===== src/rtl/fifo_pkg.sv =====
`default_nettype none
// +----------------------------------------------------------------------+
// | fifo_pkg                                                             |
// | Widths and packer state encoding shared by the FIFO read packer.     |
// | Revision: 1.0                                                        |
// +----------------------------------------------------------------------+
package fifo_pkg;

   localparam int WORD_W = 16;
   localparam int BEAT_W = 32;

   typedef enum logic [1:0] {
      S_EMPTY = 2'd0,
      S_HALF  = 2'd1,
      S_BEAT  = 2'd2
   } state_e;

endpackage
`default_nettype wire


===== src/rtl/fifo_rd_packer.sv =====
`default_nettype none
// +----------------------------------------------------------------------+
// | fifo_rd_packer                                                       |
// | Reads 16-bit words from a FIFO and packs pairs into 32-bit beats.    |
// | Revision: 1.0                                                        |
// +----------------------------------------------------------------------+
module fifo_rd_packer
   import fifo_pkg::*;
#(
   parameter logic [WORD_W-1:0] PAD_WORD = 16'h0000
) (
   input  logic              clk,
   input  logic              rst,
   input  logic              fifo_empty,
   input  logic [WORD_W-1:0] fifo_data,
   input  logic              fifo_underflow,
   output logic              fifo_rd_en,
   input  logic              flush,
   output logic              m_valid,
   input  logic              m_ready,
   output logic [BEAT_W-1:0] m_data,
   output logic              m_partial,
   output logic [15:0]       beat_count,
   output logic              err_underflow
);

   logic              rd_pend_q,       rd_pend_d;
   logic              lo_valid_q,      lo_valid_d;
   logic [WORD_W-1:0] lo_q,            lo_d;
   logic              beat_pend_q,     beat_pend_d;
   logic [BEAT_W-1:0] beat_q,          beat_d;
   logic              m_valid_q,       m_valid_d;
   logic [BEAT_W-1:0] m_data_q,        m_data_d;
   logic              m_partial_q,     m_partial_d;
   logic [15:0]       beat_count_q,    beat_count_d;
   logic              err_underflow_q, err_underflow_d;

   logic [2:0]        w_occ;
   logic              w_out_free;
   logic              w_flush_fire;
   state_e            state;

   // Words in flight or held, counting a pending beat as two; caps reads so
   // nothing returned by the FIFO ever has to be dropped.
   assign w_occ = {1'b0, beat_pend_q, 1'b0} + {2'b00, lo_valid_q} + {2'b00, rd_pend_q};
   assign fifo_rd_en = !fifo_empty && (w_occ < 3'd2) && !rst;

   assign w_out_free   = !m_valid_q || m_ready;
   assign w_flush_fire = flush && lo_valid_q && !rd_pend_q && !beat_pend_q
                         && fifo_empty && w_out_free;

   always_comb begin
      state = S_EMPTY;
      if (beat_pend_q) begin
         state = S_BEAT;
      end else if (lo_valid_q) begin
         state = S_HALF;
      end
   end

   always_comb begin
      rd_pend_d       = fifo_rd_en;
      lo_valid_d      = lo_valid_q;
      lo_d            = lo_q;
      beat_pend_d     = beat_pend_q;
      beat_d          = beat_q;
      m_valid_d       = m_valid_q;
      m_data_d        = m_data_q;
      m_partial_d     = m_partial_q;
      beat_count_d    = beat_count_q;
      err_underflow_d = err_underflow_q | fifo_underflow;

      if (m_valid_q && m_ready) begin
         m_valid_d    = 1'b0;
         beat_count_d = beat_count_q + 16'd1;
      end

      if (beat_pend_q && w_out_free) begin
         m_data_d    = beat_q;
         m_partial_d = 1'b0;
         m_valid_d   = 1'b1;
         beat_pend_d = 1'b0;
      end

      if (rd_pend_q) begin
         if (!lo_valid_q) begin
            lo_d       = fifo_data;
            lo_valid_d = 1'b1;
         end else begin
            lo_valid_d = 1'b0;
            if (w_out_free && !beat_pend_q) begin
               m_data_d    = {fifo_data, lo_q};
               m_partial_d = 1'b0;
               m_valid_d   = 1'b1;
            end else begin
               beat_d      = {fifo_data, lo_q};
               beat_pend_d = 1'b1;
            end
         end
      end else if (w_flush_fire) begin
         m_data_d    = {PAD_WORD, lo_q};
         m_partial_d = 1'b1;
         m_valid_d   = 1'b1;
         lo_valid_d  = 1'b0;
      end
   end

   always_ff @(posedge clk) begin
      if (rst) begin
         rd_pend_q       <= 1'b0;
         lo_valid_q      <= 1'b0;
         lo_q            <= '0;
         beat_pend_q     <= 1'b0;
         beat_q          <= '0;
         m_valid_q       <= 1'b0;
         m_data_q        <= '0;
         m_partial_q     <= 1'b0;
         beat_count_q    <= 16'h0000;
         err_underflow_q <= 1'b0;
      end else begin
         rd_pend_q       <= rd_pend_d;
         lo_valid_q      <= lo_valid_d;
         lo_q            <= lo_d;
         beat_pend_q     <= beat_pend_d;
         beat_q          <= beat_d;
         m_valid_q       <= m_valid_d;
         m_data_q        <= m_data_d;
         m_partial_q     <= m_partial_d;
         beat_count_q    <= beat_count_d;
         err_underflow_q <= err_underflow_d;
      end
   end

   assign m_valid       = m_valid_q;
   assign m_data        = m_data_q;
   assign m_partial     = m_partial_q;
   assign beat_count    = beat_count_q;
   assign err_underflow = err_underflow_q;

endmodule
`default_nettype wire


===== config.mk =====
export PLATFORM = sky130hd
export DESIGN_NAME = fifo_rd_packer
export DESIGN_NICKNAME = d
export VERILOG_FILES = /design/src/rtl/fifo_pkg.sv /design/src/rtl/fifo_rd_packer.sv
export SDC_FILE = /design/constraint.sdc
export NUM_CORES = 1
export LEC_CHECK = 0
export CAP_MARGIN = 20
export CORE_UTILIZATION = 47
export CTS_CLUSTER_SIZE = 28
export DETAILED_ROUTE_END_ITERATION = 8
export PLACE_DENSITY = 0.75
export SLEW_MARGIN = 20
export SYNTH_ARGS = -nofsm -noshare
export SYNTH_HDL_FRONTEND = slang
export SYNTH_SLANG_ARGS = --single-unit
export TNS_END_PERCENT = 1

===== constraint.sdc =====
create_clock -name clk -period 1.4 [get_ports clk]
set_input_delay 0.28 -clock clk [delete_from_list [all_inputs] [get_ports clk]]
set_output_delay 0.28 -clock clk [all_outputs]
set_load 0.01 [all_outputs]

==> impl_metrics.yaml <==
clock_tree:
  clockBufferDepth: 2
  cts_root_buf: "clkbuf_8"
  cts_tree: "built"
  clk_latency_ns: 0.35
  cts_max_level: 3
  cts_buffers: 9
  cts.sinks: 102
  clkSlewWorstSetupHoldPaths_ns: 0.10
logic_synthesis:
  syn_inst: 524
  ys_types: 42
  synth-edff-count: 0
  synth_ff_type: "dfxtp_1"
  synth_nets: 547
  avgSynthCellArea_um2: 7.99
  yosysWarnings: 0
  synthArstFlopShare: 0
  ys_seq_elements: 102
  synth_area_mm2: 0.00419
  seq_area_frac_synth: 0.488
flow_run:
  cap_violations: 0
pwr:
  power_leakage_nw: 2.24
  p_per_area_mw_per_mm2: 914
  vdd_drop_max_mv: 0.490
detailed_routing:
  dr_wl_met2_um: 5150
  top_layer_used: "met4"
  ant_nets: 0
  drc: 0
  drt_iter0_drc: 221
  drt-wirelength-per-cell_um: 14.8
  wl_met3_um: 471
  vias: 3980
  dr.pass1.iters: 5
  viasPerCell: 5.48
  totalWireLength_um: 10800
  wl_met1_um: 5060
sta:
  hold_viol: 0
  fin_crit_ns: 1.50
  worst_slew_pin_slew_ns: 0.508
  setup_slack_ns: -0.0970
  fmax_mhz: 668
  hold_slack_ns: 0.311
  drv_slew: 0
  slew_headroom: 0.661
  rsz0062_at_grt: "true"
  fin_setup_tns_ns: -0.270
  finalSetupViolCount: 4
  period_share: 1.07
  skew_ns: 0.0107
place:
  dp.cells: 709
  portBuffers: 73
  hpwl_um: 7090
  gp_congestion: 0.797
global_routing:
  grt_usage: 0.238
  first_global_vias: 3572
  grt_overflow_total: 0
  grt_max_degree: 54
  antenna_found_initial: 0
  grt_pass1_wl_um: 17200
layout:
  layout_commonest_cell: "nand2_1"
  seq_area_mm2: 0.00206
  syn_to_final_growth_pct: 34.2
  multi_input_area_mm2: 0.00210
  mostFrequentLayoutCells: "nand2_1 (134), dfxtp_1 (89), a21oi_1 (70)"
  post_route_cells_drive_above_1_share: 0.175
  final-instance-count-excl-fill: 726
  antenna_cells: 0
  fill_cells: 788
  nets: 636
min_path:
  hold_path.class: "in -> reg"
  hold_start: "fifo_empty"
  hold_path_depth: 2
die:
  die-height_um: 96.4
  core_mm2: 0.00868
  die_x_um: 96.4
  placementRows: 34
  ioPinCount: 74
  start_util: 0.483
  die-area_mm2: 0.00929
outcome:
  violations: "negative setup slack"
  status: "finished with violations"
critical_path:
  cp-endpoint: "beat_count[12]"
  required_ns: 1.68
  crit_arrival_ns: 1.78
  rr_endpoint: "beat_count[12]"
  startpoint_type: "register"
  reg2reg_from: "beat_count[0]"
  reg2regPathDepth: 5
  critPathKind: "reg -> reg"
  worst-path-max-fanout: 4
  r2r_setup_slack_ns: -0.1
  endpoint_kind: "register"
  cp-startpoint: "beat_count[0]"
how the worst min path moves through the flow:
| stage | end | slack (ns) |
|---|---|---|
| 6_report | rd_pend_q | 0.31 |
| 5_1_grt | rd_pend_q | 0.30 |
| 4_1_cts | rd_pend_q | 0.30 |
| 3_5_place_dp | beat_q[16] | 0.44 |
| 3_3_place_gp | beat_q[16] | 0.44 |
| 2_1_floorplan | rd_pend_q | 0.37 |
logic make-up after synthesis:
logic type,count (synthesis),share of synthesized area
and+or+nand+nor,233,0.253
DFF,102,0.488
AOI/OAI and AO/OA,131,0.187
adders and majority gates,1,0.00299
buffers and inverters,46,0.0457
muxes,2,0.00538
xor gates and xnor gates,9,0.0188
layer usage:
| metal | global-route usage | up-vias |
|---|---|---|
| met4 | 0.0699 | 0 |
| met3 | 0.0313 | 8 |
| met5 | 0 | - |
| met1 | 0.335 | 1910 |
| met2 | 0.381 | 100 |
| li1 | - | 1962 |
cells in the mapped netlist, types with 2 or more instances:
| cell | n | area share |
|---|---|---|
| mux2_1 | 2 | 0.0054 |
| nand2_1 | 136 | 0.12 |
| nand3_4 | 2 | 0.0084 |
| inv_1 | 4 | 0.0036 |
| a2111oi_0 | 2 | 0.0042 |
| nand2b_1 | 4 | 0.0060 |
| dfxtp_1 | 102 | 0.49 |
| o21ai_0 | 4 | 0.0048 |
| xnor2_1 | 8 | 0.017 |
| nor2b_1 | 4 | 0.0060 |
| o21ai_1 | 16 | 0.019 |
| or3_1 | 2 | 0.0030 |
| buf_2 | 15 | 0.018 |
| a21boi_0 | 16 | 0.029 |
| a21oi_1 | 71 | 0.085 |
| nor4_1 | 3 | 0.0045 |
| nand4_1 | 3 | 0.0045 |
| nand3_1 | 20 | 0.024 |
| nor2_1 | 32 | 0.029 |
| clkbuf_1 | 24 | 0.022 |
| buf_1 | 2 | 0.0018 |
| nor3_1 | 2 | 0.0024 |
| and3_1 | 16 | 0.024 |
| a311oi_1 | 16 | 0.033 |
worst max-delay path: stages, from the launching register on:
cell,delay (ns)
dfxtp_4,0.39
ha_4,0.14
nand3_4,0.06
or3_4,0.36
or3_1,0.35
a21oi_1,0.13
state kept, by name (all words and copies together) (netlist names):
name           flops
m_partial          1
err_underflow      1
beat_pend_q        1
beat_q            32
beat_count        16
m_data            32
rd_pend_q          1
lo_q              16
lo_valid_q         1
m_valid            1
final cells by class:
cell class | instances | share of cell area
sequential | 102 | 0.367
multi-input combinational | 376 | 0.373
clock buffer | 12 | 0.0276
timing repair buffer | 119 | 0.198
tap | 108 | 0.0241
inverter | 5 | 0.00423
clock inverter | 4 | 0.00535
report_power, final:
group	switching (mW)	leakage, nW	internal [mW]	total [mW]
registers	0.0412	0.832	2.96	3.00
clock network	0.986	0.0930	0.753	1.74
logic	0.219	1.31	0.181	0.400
timing repair:
action / CTS / global route
setup endpoints to repair: 128 / 81
hold buffers: 0 / 0
gates resized for setup: 70 / 24
buffers inserted: 1 / 0
pin swaps: 4 / 12
hold endpoints to repair: 0 / 0
through the flow:
stage	total power, mW	area (µm²)	utilization	worst slack [ns]
floorplan	3.24	4230	-	-0.100
global placement	3.47	5390	0.621	-0.544
detailed placement	3.47	5390	0.621	-0.589
CTS	5.15	5530	0.638	-0.0965
global route	5.33	5620	0.647	-0.140
finish	5.14	5620	0.647	-0.0970
(Power assumes the default switching activity.)
